## src/rtl/fma_tv_sequencer.sv

```systemverilog
// fma_tv_sequencer: streams packed FMA test vectors from memory,
// drives the unit under test and checks results at a fixed latency.
module fma_tv_sequencer #(
  parameter int FLEN    = 16,
  parameter int FLAGS_W = 4,
  parameter int ADDR_W  = 14,
  parameter int LATENCY = 0,
  parameter int CNT_W   = 32
) (
  input  logic                        clk,
  input  logic                        reset,
  input  logic                        start,
  input  logic                        check_flags,
  input  logic                        stop_on_error,
  output logic                        vec_rd_en,
  output logic [ADDR_W-1:0]           vec_addr,
  input  logic [4*FLEN+FLAGS_W+8:0]   vec_data,
  output logic [FLEN-1:0]             x,
  output logic [FLEN-1:0]             y,
  output logic [FLEN-1:0]             z,
  output logic                        mul,
  output logic                        add,
  output logic                        negp,
  output logic                        negz,
  output logic [1:0]                  roundmode,
  output logic                        op_valid,
  input  logic [FLEN-1:0]             result,
  input  logic [FLAGS_W-1:0]          flags,
  output logic                        busy,
  output logic                        done,
  output logic                        pass,
  output logic [CNT_W-1:0]            vector_count,
  output logic [CNT_W-1:0]            error_count,
  output logic [CNT_W-1:0]            first_err_index,
  output logic [FLEN-1:0]             first_err_result,
  output logic [FLAGS_W-1:0]          first_err_flags
);

  localparam int RO = FLAGS_W;
  localparam int CO = RO + FLEN;
  localparam int ZO = CO + 8;
  localparam int YO = ZO + FLEN;
  localparam int XO = YO + FLEN;
  localparam int VW = XO + FLEN + 1;

  localparam logic [CNT_W-1:0]  CMAX = '1;
  localparam logic [CNT_W-1:0]  CONE = CNT_W'(1);
  localparam logic [ADDR_W-1:0] AMAX = '1;
  localparam logic [ADDR_W-1:0] AONE = ADDR_W'(1);

  typedef enum logic [1:0] {
    IDLE,
    RUN,
    DRAIN,
    DONE
  } state_t;

  state_t state_q, state_d;

  logic              rd_act_q;
  logic              rd_pend_q;
  logic              chk_flg_q;
  logic              stop_err_q;
  logic              err_seen_q;
  logic [ADDR_W-1:0] addr_q;

  logic [FLEN-1:0]   x_q, y_q, z_q;
  logic [5:0]        ctrl_q;

  logic [LATENCY:0]  pv_q;
  logic [FLEN-1:0]   pr_q [LATENCY+1];
  logic [FLAGS_W-1:0] pf_q [LATENCY+1];

  logic [CNT_W-1:0]  vcnt_q, ecnt_q, eidx_q;
  logic [FLEN-1:0]   eres_q;
  logic [FLAGS_W-1:0] eflg_q;

  logic go, chk, mis, halt, sent, issue, in_vld;
  logic unused_ctrl;

  assign in_vld      = vec_data[VW-1];
  assign unused_ctrl = ^vec_data[CO+6 +: 2];

  assign go    = start && (state_q == IDLE || state_q == DONE);
  assign chk   = pv_q[LATENCY];
  assign mis   = chk && ((result != pr_q[LATENCY]) ||
                 (chk_flg_q && (flags != pf_q[LATENCY])));
  // First recorded error also squashes the word returning this edge.
  assign halt  = mis && stop_err_q && !err_seen_q;
  assign sent  = state_q == RUN && rd_pend_q && !in_vld;
  assign issue = state_q == RUN && rd_pend_q && in_vld && !halt;

  assign vec_rd_en = state_q == RUN && rd_act_q;

  always_comb begin
    state_d = state_q;
    unique case (state_q)
      IDLE:  if (start) state_d = RUN;
      RUN:   if (halt || sent || (!rd_act_q && !rd_pend_q))
               state_d = DRAIN;
      DRAIN: if (~|pv_q) state_d = DONE;
      DONE:  if (start) state_d = RUN;
      default: state_d = IDLE;
    endcase
  end

  always_ff @(posedge clk) begin
    if (reset) begin
      state_q    <= IDLE;
      rd_act_q   <= 1'b0;
      rd_pend_q  <= 1'b0;
      chk_flg_q  <= 1'b0;
      stop_err_q <= 1'b0;
      err_seen_q <= 1'b0;
      addr_q     <= '0;
      vcnt_q     <= '0;
      ecnt_q     <= '0;
      eidx_q     <= '0;
      eres_q     <= '0;
      eflg_q     <= '0;
    end else begin
      state_q <= state_d;
      if (go) begin
        rd_act_q   <= 1'b1;
        rd_pend_q  <= 1'b0;
        chk_flg_q  <= check_flags;
        stop_err_q <= stop_on_error;
        err_seen_q <= 1'b0;
        addr_q     <= '0;
        vcnt_q     <= '0;
        ecnt_q     <= '0;
        eidx_q     <= '0;
        eres_q     <= '0;
        eflg_q     <= '0;
      end else begin
        rd_pend_q <= vec_rd_en;
        if (vec_rd_en) begin
          addr_q <= addr_q + AONE;
          if (addr_q == AMAX) rd_act_q <= 1'b0;
        end
        if (chk) begin
          if (vcnt_q != CMAX) vcnt_q <= vcnt_q + CONE;
          if (mis) begin
            if (ecnt_q != CMAX) ecnt_q <= ecnt_q + CONE;
            if (!err_seen_q) begin
              err_seen_q <= 1'b1;
              eidx_q     <= vcnt_q;
              eres_q     <= result;
              eflg_q     <= flags;
            end
          end
        end
      end
    end
  end

  always_ff @(posedge clk) begin
    if (reset) begin
      pv_q   <= '0;
      x_q    <= '0;
      y_q    <= '0;
      z_q    <= '0;
      ctrl_q <= '0;
      for (int i = 0; i <= LATENCY; i++) begin
        pr_q[i] <= '0;
        pf_q[i] <= '0;
      end
    end else begin
      pv_q[0] <= issue;
      if (issue) begin
        x_q     <= vec_data[XO +: FLEN];
        y_q     <= vec_data[YO +: FLEN];
        z_q     <= vec_data[ZO +: FLEN];
        ctrl_q  <= vec_data[CO +: 6];
        pr_q[0] <= vec_data[RO +: FLEN];
        pf_q[0] <= vec_data[0 +: FLAGS_W];
      end
      for (int i = 1; i <= LATENCY; i++) begin
        pv_q[i] <= pv_q[i-1];
        pr_q[i] <= pr_q[i-1];
        pf_q[i] <= pf_q[i-1];
      end
    end
  end

  assign vec_addr  = addr_q;
  assign x         = x_q;
  assign y         = y_q;
  assign z         = z_q;
  assign negz      = ctrl_q[0];
  assign negp      = ctrl_q[1];
  assign add       = ctrl_q[2];
  assign mul       = ctrl_q[3];
  assign roundmode = ctrl_q[5:4];
  assign op_valid  = pv_q[0];

  assign busy = state_q == RUN || state_q == DRAIN;
  assign done = state_q == DONE;
  assign pass = state_q == DONE && ecnt_q == '0;

  assign vector_count     = vcnt_q;
  assign error_count      = ecnt_q;
  assign first_err_index  = eidx_q;
  assign first_err_result = eres_q;
  assign first_err_flags  = eflg_q;

endmodule

```

## config.mk

```make
export PLATFORM = sky130hd
export DESIGN_NAME = fma_tv_sequencer
export DESIGN_NICKNAME = d
export VERILOG_FILES = /design/src/rtl/fma_tv_sequencer.sv
export SDC_FILE = /design/constraint.sdc
export NUM_CORES = 1
export LEC_CHECK = 0
export ABC_AREA = 0
export CAP_MARGIN = 5
export CORE_AREA = 2 2 164 166
export DETAILED_ROUTE_END_ITERATION = 8
export DIE_AREA = 0 0 166 168
export DONT_BUFFER_PORTS = 1
export SYNTH_ARGS = -nofsm -noshare
export SYNTH_HDL_FRONTEND = slang
export SYNTH_SLANG_ARGS = --single-unit
export TNS_END_PERCENT = 50
```

## constraint.sdc

```tcl
create_clock -name clk -period 5 [get_ports clk]
set_input_delay 0.5 -clock clk [delete_from_list [all_inputs] [get_ports clk]]
set_output_delay 0.5 -clock clk [all_outputs]
set_load 0.005 [all_outputs]
```

; ---- Yosys cells after proc, flatten, opt, wreduce, memory -nomap -nowiden
; Memories as Yosys holds them, arrays and structs flattened.
; Index checks and enable logic that the tools add are counted.
[classes]
n_addsub = 3
n_eq_ne = 11
mux = 16
bitwise_logic = 1
n_reduce_logical = 36
[ops]
columns = cell, count
row1 = $add A32 B1 Y32 const B, 2
row2 = $ne A32 B32 Y1 const B, 2
row3 = $logic_not A32 Y1, 1
row4 = $mux W16, 1
row5 = $ne A16 B16 Y1, 1
row6 = $reduce_or A16 Y1, 1
row7 = $add A14 B1 Y14 const B, 1
row8 = $eq A14 B14 Y1 const B, 1
row9 = $logic_and A1 B1 Y1, 12
row10 = $mux W1, 10
row11 = $reduce_and A3 Y1, 3
row12 = $mux W2, 3
row13 = $pmux W2 S3, 1
row14 = $reduce_and A2 Y1, 3
row15 = $logic_not A1 Y1, 5
row16 = $logic_or A1 B1 Y1, 5
row17 = $eq A2 B2 Y1 const B, 2
row18 = $mux W4, 1
row19 = $ne A2 B2 Y1 const B, 2
row20 = $ne A4 B4 Y1, 1
row21 = $reduce_bool A2 Y1, 2
row22 = $reduce_or A2 Y1, 2
row23 = $reduce_or A4 Y1, 1
row24 = $eq A2 B1 Y1 const B, 1
row25 = 3 further kinds, 3
[word_totals]
ff_bits = 192
mem_bits_rw = 20
in_bits = 102
output_inout_bits = 189
wordCells = 86
mem_count = 2
[mem_list]
columns = name, words, width, read_ports, rd_ports_with_merged_regs, write_ports, line_no
row1 = pr_q, 1, 16, 1, 0, 1, 71  ; logic [FLEN-1:0] pr_q [LATENCY+1];
row2 = pf_q, 1, 4, 1, 0, 1, 72  ; logic [FLAGS_W-1:0] pf_q [LATENCY+1];

; ---- Depth between registers and ports, before layout
; Gate-level depths: netlist of the first run.
[logic_depth]
word_depth = 13
mapped_depth = 9
ltp_nobuf = 8

; ---- Worst setup path after synthesis of the first run
; OpenSTA, ideal clock, no wires.
[synth_timing]
path_type = input-to-reg
startpoint = in result[12]
endpoint = mem pf_q[0][0] (enable)
setup_time_ns = 0.380
arrival_time_ns = 1.980
required_time_ns = 4.620
setup_slack_ns = 2.640
path_stages = 6
path_buffers = 1
cell_sequence = xor2_1 > nor4_1 > and4_1 > a21oi_1 > buf_2 > nand2b_1
[synth_between]
elab_chain_cells = 12
[synth_rtl]
columns = item, line_no
row1 = from (decl), 27  ; input logic [FLEN-1:0] result,
row2 = $ne A16 B16 Y1 (*), 86  ; assign mis = chk && ((result != pr_q[LATENCY]) ||
row3 = $logic_or A1 B1 Y1 (*), 86
row4 = $logic_and A1 B1 Y1 (*), 86
row5 = $logic_and A1 B1 Y1 (*) (2 in series), 89  ; assign halt = mis && stop_err_q && !err_seen_q;
row6 = $logic_not A1 Y1 (*), 91  ; assign issue = state_q == RUN && rd_pend_q && in_vld && !halt;
row7 = $logic_and A1 B1 Y1 (*), 91
row8 = $mux W1 (*), 170  ; if (issue) begin
row9 = $mux W1 (*), 158  ; if (reset) begin
row10 = $mux W1 (not written as such) (*), 176  ; pf_q[0] <= vec_data[0 +: FLAGS_W];
row11 = $reduce_or A4 Y1 (no line), n/a
row12 = $mux W1 (no line) (*), n/a
row13 = to (decl), 72
; Mark *: on every way between the ends. The rest lies on a longest branch, timed or not.

; ---- Final worst setup path of the first run
[layout_timing]
startpoint = mem pr_q[0][3]
endpoint = mem pr_q[0][8], data pin
[layout_between]
elab_chain_cells = 13
[layout_rtl]
columns = item, line_no
row1 = from (decl), 71
row2 = $mem_v2 Z1 W16, n/a
row3 = $ne A16 B16 Y1, 86
row4 = $logic_or A1 B1 Y1, 86
row5 = $logic_and A1 B1 Y1, 86
row6 = $logic_and A1 B1 Y1 (2 in series), 89
row7 = $logic_not A1 Y1, 91
row8 = $logic_and A1 B1 Y1, 91
row9 = $mux W1, 170
row10 = $mux W1, 158
row11 = $mux W1 (not written as such), 175  ; pr_q[0] <= vec_data[RO +: FLEN];
row12 = $reduce_or A16 Y1 (no line), n/a
row13 = $mux W16 (no line), n/a
; Every way passes these cells.

==> results.tsv, run 1 <==
metric	value	unit
result of the run	completed	
count of nets left with antenna violations after detail routing	0	
Overflow after GRT	0	
global routing usage summed across all routing layers	0.172	
share of layout cells above drive strength 1	0.0621	
Min-Delay Path Class	in -> reg	
number of hold-slack violations in the final timing report	0	
First-pass DRT Iterations	4	
maximum clock skew at final layout	0.0143	ns
nature of the critical path startpoint	flop	
core area	26400	sq um
Synth cell types	49	
most frequent cell after synthesis	nand2_1	
clock sink total	212	
Layout area overhead	12.4	%
cell with the largest stage delay on the worst path	nor2_1	
total half-perimeter wirelength after legalization and detailed placement	17600	um
Rel. slew slack	0.224	
Synth Net Count	1183	
switching power as a share of total power	0.242	
number of standard-cell rows in the floorplan	60	
Critical Path End Type	flop	
largest stage delay on the critical path	0.77	ns
CP Class	reg -> reg	
fraction of the core area covered by cells at the end of the flow	0.385	
fraction of the yosys area taken by sequential cells	0.493	
I/O pin count	291	
Vias	7454	
met1 Track Usage GR	0.210	
Starting Density	0.342	
final total negative setup slack	0	ns
leading post-synthesis cells by cell area	dfxtp_1, nand2_1, a21oi_1	
maximum fanout along the worst path	56	
wire length per cell after detailed routing	18.2	um
initial detailed-routing violation count	512	
total detailed-routing wirelength	25500	um
count of flip-flops with a built-in enable after synthesis	20	
number of vias per cell after detailed routing	5.31	
Synth top area share	0.426	
clock transition at the registers of the reported paths	0.06	ns
FF-to-FF path depth	7	
maximum clock frequency	330	MHz
y dimension of the die	168	um
CTS tree	yes	
total of cells resized after clock tree synthesis	0	
Residual DRC	0	
count of mapped cells out of synthesis	1074	
count of hold buffers inserted by post-cts repair	0	
combinational fraction of design power	0.067	
buffer type at the clock tree root	clkbuf_16	
TritonCTS buffer count	26	
final setup violation count	0	
reg-to-reg critical path endpoint	pr_q[0][8]	
proportion of power drawn by the clock network	0.485	
clock latency reported for the late side of the worst-skew pair	0.52	ns
time the worst path needs with I/O delays and setup	3.03	ns
mean instance size in the synthesized netlist	8.39	sq um
Arr. time, crit path	3.41	ns
dominant cell type by area after synthesis	dfxtp_1	
power spent charging and discharging nets	950	uW
Max clock buf depth	3	
share of the clock period used by the worst path	0.607	
met2 Track Usage GR	0.288	
pin count of the biggest net entering global routing	82	
via count of the first global-routing pass	6962	
post-synth design cell area	9010	sq um
Power Dens Cells	387	nW/um^2
horizontal die dimension	166	um
actual transition at the worst max-transition pin	1.16	ns
number of setup buffers added after CTS	0	
Diodes inserted	0	
H-tree level count	1	
unrepaired setup endpoints after global routing	false	
number of port buffers	0	
flip-flop cell with the highest count after synthesis	dfxtp_1	
proportion of synthesized flip-flops having asynchronous set or reset	0	
min-delay src	reset	
worst hold path endpoint	z[12]	
placer's final routability congestion estimate	0.807	
Critical Path, Cell by Cell	xor2_1, nor4_1, and4_1, a21oi_4, buf_4, nor2_1, and2_1	
proportion of power drawn by flip-flops and latches	0.448	
maximum ir drop on the vdd rail	0.240	mV
WP data required	5.38	ns
antenna violations before repair	0	
flop2flop setup slack	1.97	ns
global-route met3 utilization	0.0630	
Synth Register Bits	212	
worst flop-to-flop path startpoint	pr_q[0][3]	
leakage power figure	3.27	nW
Die Outline Area	27900	sq um
Worst Hold Path Cells	1	
warning count from the yosys run	0	
Layout Nets	1154	
most common library cells after synthesis	nand2_1, dfxtp_1, a21oi_1	
wire length of the first global-routing pass	39300	um
number of max-capacitance violations reported	0	
GRT Max-Usage Layer	met2	
internal power summed over all cells	2.98	mW
Pins Over Slew Limit	0	
==> cells by family after synthesis <==
logic type / share of synthesized area
XOR/XNOR: 0.0476
AO/OA/AOI/OAI: 0.110
adder cells (fa/ha/maj): 0.00972
flip-flops: 0.493
AND/OR/NAND/NOR: 0.285
multiplexers: 0.0192
buffers and inverters: 0.0359
==> sequential cells by signal (all words and copies together) (netlist names) <==
register,cells
pf_q,4
x,16
vector_count,32
err_seen_q,1
chk_flg_q,1
stop_err_q,1
ctrl_q,6
z,16
rd_act_q,1
y,16
state_q,2
rd_pend_q,1
first_err_result,16
first_err_flags,4
error_count,32
first_err_index,32
pr_q,16
vec_addr,14
op_valid,1
==> critical path, delay by kind of cell, from the launching register on <==
family / cells / cell delay, ns
AOI/OAI and AO/OA: 1 / 0.08
xor gates and xnor gates: 1 / 0.16
buffers and inverters: 1 / 0.32
DFF: 1 / 0.40
and+or+nand+nor: 4 / 1.92
==> per-layer routing <==
| layer | wire (um) | vias to the layer above |
|---|---|---|
| met2 | 12000 | 286 |
| met3 | 2370 | 36 |
| met5 | 0 | - |
| met1 | 10600 | 3479 |
| li1 | - | 3653 |
| met4 | 485 | 0 |
==> power groups by stage <==
stage               registers [mW]  logic (mW)  clock network, mW
floorplan                     1.79       0.200                  0
global placement              1.80       0.268                  0
detailed placement            1.80       0.271                  0
CTS                           1.76       0.271               1.95
global route                  1.76       0.297               2.02
finish                        1.76       0.264               1.90
==> metrics by stage <==
stage          hold WS (ns)  total power, mW  std cells  worst slack, ns  instance area [sq um]
3_5_place_dp          0.462             2.07       1358             1.83                   9280
6_report             0.0392             3.93       1404             1.97                  10100
4_1_cts              0.0110             3.98       1404             1.92                  10100
5_1_grt              0.0127             4.08       1404             1.74                  10100
3_3_place_gp          0.450             2.06       1358             1.82                   9280
2_1_floorplan         0.437             1.99       1074             2.64                   9010
==> worst max-delay path by stage <==
stage,startpoint,endpoint,slack (ns),cells after the start
6_report,pr_q[0][3],pr_q[0][8],1.97,7
4_1_cts,pr_q[0][3],pr_q[0][8],1.92,7
5_1_grt,pr_q[0][10],pr_q[0][1],1.74,7
2_1_floorplan,result[12],pf_q[0][0],2.64,6
3_5_place_dp,result[10],pr_q[0][1],1.83,7
3_3_place_gp,result[10],pr_q[0][15],1.82,7
==> cell type report <==
cell class / count / area (sq um)
Sequential cell: 212 / 4440
Clock inverter: 11 / 135
Tap cell: 341 / 427
Multi-Input combinational cell: 786 / 4300
Timing Repair Buffer: 9 / 67.6
Inverter: 10 / 37.5
Clock buffer: 35 / 726
Fill cell: 2679 / 16200
==> cell usage in the layout (no fill, tap or decap), types with 3 or more instances in the layout <==
master and n:
nand2_1 260, dfxtp_1 192, a21oi_1 137, nor2_1 45, xor2_1 36, nand3_1 34
nand4_1 34, and2_1 27, o21ai_0 27, clkbuf_16 27, or3_1 24, nor3_1 21
edfxtp_1 20, nor4_1 18, and3_1 16, nand2b_1 15, mux2i_1 15, xnor2_1 13
inv_1 10, and4_1 9, buf_4 9, or4_1 8, o31ai_1 7, ha_1 7
clkbuf_1 6, clkinv_2 5, o41ai_1 3, bufinv_16 3
Note: power is estimated with default switching activity, not from simulation.
==> run 2, diff against run 1 <==
Clock period 5 ns to 2.9 ns, I/O delays scaled along.
==> run 2 against run 1 <==
- sequential power is 72% higher
- critical path type unchanged
- worst setup slack lost 1.8 ns
- utilization increased by 4.0 points
- fmax grew 10%
- clock-buffer cell count grew 4
- non-clock buffer count up 113
- largest cell class unchanged
- final area rose by 10%
- sequential cell count did not move
- critical endpoint is now z[12]
- sequential share of layout area down 4.2 points
- combinational power up 130%
- largest power group unchanged
- final cell count grew 8.0%
- die area stayed put
==> results.tsv, run 2 (same netlist as run 1, synthesis figures left out) <==
metric	value	unit	change
maximum clock skew at final layout	0.0108	ns	-0.00341 ns
count of nets left with antenna violations after detail routing	0		unchanged
number of max-capacitance violations reported	0		unchanged
number of cells in the finished layout apart from fillers	1516		+8.0%
core area	26400	sq um	unchanged
TritonCTS buffer count	24		-7.7%
buffer type at the clock tree root	clkbuf_16		
share of layout cells above drive strength 1	0.0673		+0.00520
number of inserted filler cells in the final layout	2496		-6.8%
result of the run	completed		
Overflow after GRT	0		unchanged
clock latency reported for the late side of the worst-skew pair	0.51	ns	about the same
Layout area overhead	24.2	%	
Die Outline Area	27900	sq um	unchanged
First-pass DRT Iterations	5		+1
Vias	8021		+7.6%
I/O pin count	291		unchanged
placer's final routability congestion estimate	0.823		+2.0%
Max clock buf depth	3		unchanged
Starting Density	0.342		unchanged
number of hold-slack violations in the final timing report	0		unchanged
wire length per cell after detailed routing	17.8	um	-1.9%
number of standard-cell rows in the floorplan	60		unchanged
Arr. time, crit path	3.22	ns	-0.19 ns
total detailed-routing wirelength	27100	um	+5.9%
nature of the critical path startpoint	flop		
combined flip-flop and latch cell area	4440	sq um	unchanged
Power Dens Cells	596	nW/um^2	+54%
multi-input gate area in the final layout	4300	sq um	about the same
H-tree level count	1		unchanged
number of port buffers	0		unchanged
wire length of the first global-routing pass	42000	um	+6.9%
final setup violation count	0		unchanged
total half-perimeter wirelength after legalization and detailed placement	17800	um	+0.99%
cell count after placement	1373		+1.1%
maximum fanout along the worst path	54		-3.6%
Worst Setup SP	pr_q[0][10]		
share of the clock period used by the worst path	0.951		+0.345
most frequent standard cell in the layout excluding fill and tap cells	nand2_1		
CTS tree	yes		
CP Class	reg -> reg		
final total negative setup slack	0	ns	unchanged
Layout Nets	1265		+9.6%
leakage power figure	3.73	nW	+14%
worst flop-to-flop path startpoint	pr_q[0][10]		
Pins Over Slew Limit	0		unchanged
pin count of the biggest net entering global routing	62		-24%
Min-Delay Path Class	in -> reg		
min-delay src	reset		
maximum clock frequency	362	MHz	+10%
y dimension of the die	168	um	unchanged
horizontal die dimension	166	um	unchanged
Rel. slew slack	0.479		+0.255
Worst Hold Path Cells	2		+1
Residual DRC	0		unchanged
clock sink total	212		unchanged
FF-to-FF path depth	8		+1
highest-count cells in the layout ignoring fill and taps	nand2_1, dfxtp_1, a21oi_1		
clock transition at the registers of the reported paths	0.06	ns	about the same
initial detailed-routing violation count	411		-20%
maximum ir drop on the vdd rail	0.418	mV	+74%
unrepaired setup endpoints after global routing	false		
WP data required	3.36	ns	-2.02 ns
global routing usage summed across all routing layers	0.184		+0.0117
via count of the first global-routing pass	7724		+11%
antenna violations before repair	1		+1
number of vias per cell after detailed routing	5.29		-0.34%
Critical Path End Type	flop		
actual transition at the worst max-transition pin	0.780	ns	-0.382 ns
time the worst path needs with I/O delays and setup	2.76	ns	-0.275 ns
Hold Worst Slack	0.0382	ns	-0.000992 ns
[run 2: per-layer routing]
metal / part of all wire / GRT usage / vias to the layer above
met5: 0 / 0 / -
met4: 0.030 / 0.0556 / 0
met3: 0.081 / 0.0564 / 56
met2: 0.49 / 0.324 / 313
met1: 0.40 / 0.215 / 3781
li1: - / - / 3871
[run 2: worst paths after layout]
path | to | slack (ns)
setup reg to reg | z[12] | 0.14
hold reg to reg | first_err_index[18] | 0.47
setup / recovery | z[12] | 0.14
hold / removal | state_q[0] | 0.04
[run 2: power breakdown]
group          total, mW  leakage (nW)  internal [mW]  switching (mW)
Clock               3.04         0.382           1.83            1.21
Combinational      0.601          1.59          0.226           0.375
Sequential          3.03          1.75           3.00          0.0314
[run 2: stage by stage]
step                      power [mW]   util  cell area, sq um  setup WS, ns
after CTS                       6.78  0.425             11200        0.0696
final                           6.68  0.425             11200         0.141
after global placement          3.58  0.357              9400         0.511
after detailed placement        3.58  0.357              9400         0.476
after global routing            6.96  0.425             11200        0.0100
after floorplan                 3.43      -              9010         0.681
[run 2: repair_timing]
action,in CTS,in global routing
gates resized for setup,0,1
setup endpoints to repair,0,1
buffers inserted,0,0
endpoints found under the hold margin,100,0
hold buffers,98,0
[run 2: critical path, stage by stage, from the launching register on]
cell,delay [ns]
edfxtp_1,0.42
xor2_1,0.16
nor4_1,0.44
and4_2,0.43
a21o_1,0.21
buf_12,0.25
nand2_1,0.11
a21oi_1,0.12
dlygate4sd3_1,0.55
[run 2: cell type report]
type,count,area share
sequential,212,0.397
inverter,10,0.00335
multi-input combinational,786,0.384
antenna,1,0.000223
clock inverter,5,0.00492
clock buffer,39,0.0660
tap,341,0.0381
timing repair buffer,122,0.106
==> run 3, diff against run 2 <==
Settings changed: CTS_CLUSTER_DIAMETER set to 100.
==> results of run 3 <==
The final DEF is identical to that of run 2; final timing and power are the same.
